**config.mk**
```make
export PLATFORM = sky130hd
export DESIGN_NAME = rr_priority_encoder
export DESIGN_NICKNAME = d
export VERILOG_FILES = /design/src/rtl/encoder_pkg.sv /design/src/rtl/rr_priority_encoder_rotate_first_one.sv /design/src/rtl/rr_priority_encoder.sv
export SDC_FILE = /design/constraint.sdc
export NUM_CORES = 1
export LEC_CHECK = 0
export ABC_AREA = 1
export CORE_MARGIN = 2
export CORE_UTILIZATION = 57
export DETAILED_ROUTE_END_ITERATION = 10
export GPL_TIMING_DRIVEN = 1
export PLACE_DENSITY_LB_ADDON = 0.05
export SKIP_CTS_REPAIR_TIMING = 1
export SYNTH_ARGS = -nofsm -noshare
export SYNTH_HDL_FRONTEND = slang
export SYNTH_SLANG_ARGS = --single-unit
```
**constraint.sdc**
```tcl
create_clock -name clk_i -period 4.6 [get_ports clk_i]
set_clock_uncertainty 0.2 [all_clocks]
set_input_delay 0.92 -clock clk_i [delete_from_list [all_inputs] [get_ports clk_i]]
set_output_delay 0.92 -clock clk_i [all_outputs]
set_load 0.01 [all_outputs]
```
**src/rtl/encoder_pkg.sv**
```systemverilog
// Shared helpers for the request encoder/decoder family.
package encoder_pkg;

    function automatic int clog2(input int value);
        int result;
        result = 0;
        while ((1 << result) < value) begin
            result = result + 1;
        end
        return result;
    endfunction

endpackage

```
**src/rtl/rr_priority_encoder_rotate_first_one.sv**
```systemverilog
// Combinational first-set-bit search starting at a rotating pointer, wrapping modulo WIDTH.
module rotate_first_one
    import encoder_pkg::*;
#(
    parameter  int WIDTH = 8,
    localparam int IDX_W = clog2(WIDTH)
) (
    input  logic [WIDTH-1:0] req_i,
    input  logic [IDX_W-1:0] ptr_i,
    output logic             found_o,
    output logic [IDX_W-1:0] idx_o
);

    logic [WIDTH-1:0] rot;
    logic [IDX_W-1:0] src;
    logic [IDX_W-1:0] pos;

    // Rotate right by ptr so the search always starts at bit 0; power-of-two WIDTH makes the index add wrap for free.
    always_comb begin
        rot = '0;
        src = '0;
        for (int i = 0; i < WIDTH; i++) begin
            src    = IDX_W'(i) + ptr_i;
            rot[i] = req_i[src];
        end
    end

    always_comb begin
        pos = '0;
        for (int i = WIDTH - 1; i >= 0; i--) begin
            if (rot[i]) begin
                pos = IDX_W'(i);
            end
        end
    end

    assign found_o = |rot;
    assign idx_o   = pos + ptr_i;

endmodule

```
**src/rtl/rr_priority_encoder.sv**
```systemverilog
// Registered round-robin priority encoder: request lines in, index plus valid out, held until acked.
module rr_priority_encoder
    import encoder_pkg::*;
#(
    parameter  int WIDTH = 8,
    localparam int IDX_W = clog2(WIDTH)
) (
    input  logic             clk_i,
    input  logic             rst_i,
    input  logic             en_i,
    input  logic [WIDTH-1:0] req_i,
    input  logic             ack_i,
    output logic [IDX_W-1:0] index_o,
    output logic             valid_o
);

    logic [IDX_W-1:0] index_q, index_d;
    logic [IDX_W-1:0] ptr_q, ptr_d;
    logic             valid_q, valid_d;
    logic             found;
    logic [IDX_W-1:0] win_idx;
    logic             released;
    logic             load;

    rotate_first_one #(
        .WIDTH(WIDTH)
    ) u_search (
        .req_i  (req_i),
        .ptr_i  (ptr_q),
        .found_o(found),
        .idx_o  (win_idx)
    );

    // A held grant is only released by ack; ack without a grant is meaningless.
    assign released = ~valid_q | ack_i;
    assign load     = en_i & released;

    always_comb begin
        index_d = index_q;
        ptr_d   = ptr_q;
        valid_d = valid_q;
        if (load) begin
            valid_d = found;
            if (found) begin
                index_d = win_idx;
                ptr_d   = win_idx + 1'b1;
            end
        end else if (released) begin
            valid_d = 1'b0;
        end
    end

    always_ff @(posedge clk_i) begin
        if (rst_i) begin
            index_q <= '0;
            ptr_q   <= '0;
            valid_q <= 1'b0;
        end else begin
            index_q <= index_d;
            ptr_q   <= ptr_d;
            valid_q <= valid_d;
        end
    end

    assign index_o = index_q;
    assign valid_o = valid_q;

endmodule

```
==> run_summary.xml <==
<?xml version="1.0" encoding="UTF-8"?>
<metrics>
  <group name="critical_path">
    <metric name="critical_path.startpoint_type" unit="">input pin</metric>
    <metric name="worstRegToRegCells" unit="">20</metric>
    <metric name="cp-endpoint" unit="">ptr_q[2]</metric>
    <metric name="r2r-start" unit="">ptr_q[1]</metric>
    <metric name="cpLargestDelayFamily" unit="">simple AND/OR/NAND/NOR gates</metric>
    <metric name="setup.reg_to_reg.worst_slack" unit="ps">1040</metric>
    <metric name="cp.buffers_inverters" unit="">3</metric>
    <metric name="timing_worst_setup_path_type" unit="">in -&gt; reg</metric>
    <metric name="arrival" unit="ps">3540</metric>
    <metric name="worstSetupEndpointType" unit="">flip-flop</metric>
    <metric name="critical_path.cell_chain" unit="">clkdlybuf4s50_1, nand2_1, nand3_1, nand2_1, nand2_1, nand2_1, a21oi_1, o21ai_0, nand2_1, a21boi_0, ha_1, inv_1, fa_1, xor2_1, inv_1, nand3_2, nand3_1, nand2_1, nor2_1, nor2_1</metric>
    <metric name="timing.critical_path.fanout_max" unit="">3</metric>
    <metric name="timing.rr.end" unit="">ptr_q[2]</metric>
    <metric name="slowest_stage" unit="">clkdlybuf4s50_1</metric>
    <metric name="critical-path-top-cell-by-count" unit="">nand2_1</metric>
    <metric name="worstSetupStartpoint" unit="">req_i[5]</metric>
    <metric name="slowest_delay" unit="ps">460</metric>
    <metric name="critical_path_cell_count" unit="">20</metric>
    <metric name="worst_ep_required_time" unit="ps">4550</metric>
  </group>
  <group name="cells_and_area">
    <metric name="area_delta_synth_final" unit="%">18.4</metric>
    <metric name="layout.nets" unit="">188</metric>
    <metric name="layout.cells.most_common_list" unit="">nand2_1, nand3_1, clkdlybuf4s50_1</metric>
    <metric name="num_antenna_cells" unit="">0</metric>
    <metric name="ff_latch_area" unit="µm²">140</metric>
    <metric name="final-instance-count-excl-fill" unit="">187</metric>
    <metric name="layout_commonest_cell" unit="">nand2_1</metric>
    <metric name="multi_input_area" unit="µm²">792</metric>
    <metric name="fillers" unit="">155</metric>
    <metric name="layout_cells_sized_above_1" unit="%">22.9</metric>
  </group>
  <group name="clock_tree">
    <metric name="clock_tree_root_driver_cell" unit="">clkbuf_4</metric>
    <metric name="clock_tree.buffer_depth" unit="">2</metric>
    <metric name="clk_pin_slew" unit="ps">60</metric>
    <metric name="cts_tree" unit="">yes</metric>
    <metric name="cts_htree_levels" unit="">1</metric>
    <metric name="insertion_delay_of_the_later_clocked_pin_in_the_worst_skew_pair" unit="ps">260</metric>
    <metric name="clock_tree_sinks" unit="">7</metric>
    <metric name="numCtsBuffers" unit="">3</metric>
  </group>
  <group name="logic_synthesis">
    <metric name="register_bit_total_from_synthesis" unit="">7</metric>
    <metric name="synthesis.area" unit="µm²">1010</metric>
    <metric name="netlist-cell-type-count" unit="">25</metric>
    <metric name="yosys_warnings" unit="">0</metric>
    <metric name="postSynthAreaPerCell" unit="µm²">6.66</metric>
    <metric name="synth_nets" unit="">169</metric>
    <metric name="synth_seq_area_share" unit="%">13.8</metric>
    <metric name="synth_cells" unit="">152</metric>
  </group>
  <group name="die">
    <metric name="dieHeight" unit="µm">46.1</metric>
    <metric name="starting_density_of_the_core" unit="%">59.9</metric>
    <metric name="design.core.area" unit="µm²">1690</metric>
    <metric name="io_pins" unit="">16</metric>
    <metric name="dieArea" unit="µm²">2130</metric>
    <metric name="dieWidth" unit="µm">46.1</metric>
    <metric name="floorplan.rows" unit="">15</metric>
  </group>
  <group name="drt">
    <metric name="dr.pass1.iters" unit="">4</metric>
    <metric name="drt_first_iter_violations" unit="">29</metric>
    <metric name="avgRoutedWirePerCell" unit="µm">11.4</metric>
    <metric name="routed_via_density" unit="">5.28</metric>
    <metric name="ant_nets" unit="">0</metric>
    <metric name="drcViolationCount" unit="">0</metric>
    <metric name="drt_wl_total" unit="mm">2.13</metric>
    <metric name="routed-via-count" unit="">988</metric>
  </group>
  <group name="sta">
    <metric name="timing.setup.tns" unit="ps">0</metric>
    <metric name="worst_pin_slew" unit="ps">572</metric>
    <metric name="final.setup.worst_slack" unit="ps">1010</metric>
    <metric name="setup_repair_after_global_routing_missed_its_margin" unit="">false</metric>
    <metric name="hold_ws" unit="ps">304</metric>
    <metric name="finalCritPeriodShare" unit="%">78.0</metric>
    <metric name="setup_viol_count_final" unit="">0</metric>
    <metric name="timing.slew.headroom" unit="%">61.8</metric>
    <metric name="drv_slew" unit="">0</metric>
    <metric name="finalHoldViolations" unit="">0</metric>
    <metric name="final.min_clock_period" unit="ps">3590</metric>
    <metric name="maxClockFrequency" unit="MHz">279</metric>
  </group>
  <group name="grt">
    <metric name="maximum_number_of_pins_on_one_net_before_global_route_repair" unit="">13</metric>
    <metric name="number_of_antenna_violations_at_the_first_check_in_global_routing" unit="">0</metric>
    <metric name="grt_first_pass_wirelength" unit="mm">3.53</metric>
    <metric name="first_global_vias" unit="">838</metric>
    <metric name="gr-total-overflow" unit="">0</metric>
    <metric name="grt.total_usage" unit="%">22.8</metric>
  </group>
  <group name="outcome">
    <metric name="status" unit="">finished clean</metric>
  </group>
  <group name="placement">
    <metric name="buffer_ports.inserted" unit="">15</metric>
    <metric name="dp.cells" unit="">183</metric>
    <metric name="routabilityCongestion" unit="">0.875</metric>
    <metric name="dpl.hpwl" unit="mm">1.81</metric>
    <metric name="pre_cts_slack" unit="ps">736</metric>
  </group>
  <group name="pwr">
    <metric name="powerDensity" unit="nW/µm²">789</metric>
    <metric name="vdd_ir_drop_max" unit="mV">0.429</metric>
    <metric name="static-leakage-power" unit="nW">0.593</metric>
  </group>
  <group name="flow_run">
    <metric name="timing.max_cap.violations" unit="">0</metric>
  </group>
  <group name="min_path">
    <metric name="hold_class" unit="">reg -&gt; reg</metric>
  </group>
</metrics>
-- where the power goes --
| group | switching, W | internal [W] | leakage [nW] | total [W] |
|---|---|---|---|---|
| Sequential | 0.0000267 | 0.0000797 | 0.0580 | 0.000106 |
| Combinational | 0.000495 | 0.000286 | 0.520 | 0.000780 |
| Clock | 0.0000252 | 0.0000333 | 0.0150 | 0.0000585 |
| Total | 0.000547 | 0.000399 | 0.593 | 0.000945 |
-- worst min-delay path by stage --
stage / startpoint / end / slack (ps) / depth (start not counted)
after floorplan: valid_o / valid_o / 300 / 2
after global placement: valid_o / valid_o / 280 / 2
after detailed placement: valid_o / valid_o / 300 / 2
after CTS: valid_o / valid_o / 310 / 2
after global routing: valid_o / valid_o / 330 / 2
final: valid_o / valid_o / 300 / 2
-- layer usage --
| layer | GRT usage (%) | vias up | routed length (µm) |
|---|---|---|---|
| li1 | - | 527 | - |
| met1 | 32.9 | 441 | 1110 |
| met2 | 34.2 | 20 | 945 |
| met3 | 7.06 | 0 | 80 |
| met4 | 2.29 | 0 | 0 |
| met5 | 0 | - | 0 |
-- tightest hold or removal path: stages, from the launching register on --
cell and delay [ps]:
dfxtp_1 300, nand2_1 80, a21oi_1 70
-- kinds of logic after synthesis --
| kind of cell | synth area share [%] |
|---|---|
| and+or+nand+nor | 56.0 |
| DFF | 13.8 |
| xor gates and xnor gates | 5.81 |
| AOI/OAI and AO/OA | 9.52 |
| buffers and inverters | 7.91 |
| adders and majority gates | 6.92 |
-- cell type report --
cell class / count / share of cell area (%)
multi-input cells: 130 / 66.1
repair buffers: 16 / 13.2
flip-flops and latches: 7 / 11.7
inverters: 13 / 5.11
clock buffers: 4 / 2.19
well taps: 17 / 1.77
-- stage by stage --
step	util, %	total power, W	instance area [µm²]
6_report	71.0	0.000945	1200
5_1_grt	71.0	0.00105	1200
4_1_cts	71.0	0.000948	1200
3_5_place_dp	69.4	0.000887	1170
3_3_place_gp	69.4	0.000864	1170
2_1_floorplan	-	0.000745	1010
-- cell usage after synthesis --
cell	number	area share [%]
dfxtp_1	7	14
xor2_1	1	0.87
buf_4	1	0.74
xor2_2	2	3.2
a21oi_1	7	3.5
nand2_4	8	8.9
xnor2_1	2	1.7
a21oi_4	1	1.6
inv_2	3	1.1
inv_1	9	3.3
o21ai_1	2	0.99
nor2_1	8	3.0
nor2_2	1	0.62
ha_1	4	4.9
buf_6	1	1.1
nor2_8	1	2.0
inv_12	1	1.6
o21bai_1	1	0.74
nand3_2	8	7.9
nand3_1	18	8.9
a21boi_0	1	0.74
o21ai_0	4	2.0
nand2_1	50	19
fa_1	1	2.0
nand2_2	10	6.2
-- flip-flops by register name (all words and copies together), names as in the netlist --
name	flops
valid_o	1
ptr_q	3
index_o	3
Power figures use the tool's default switching activity.
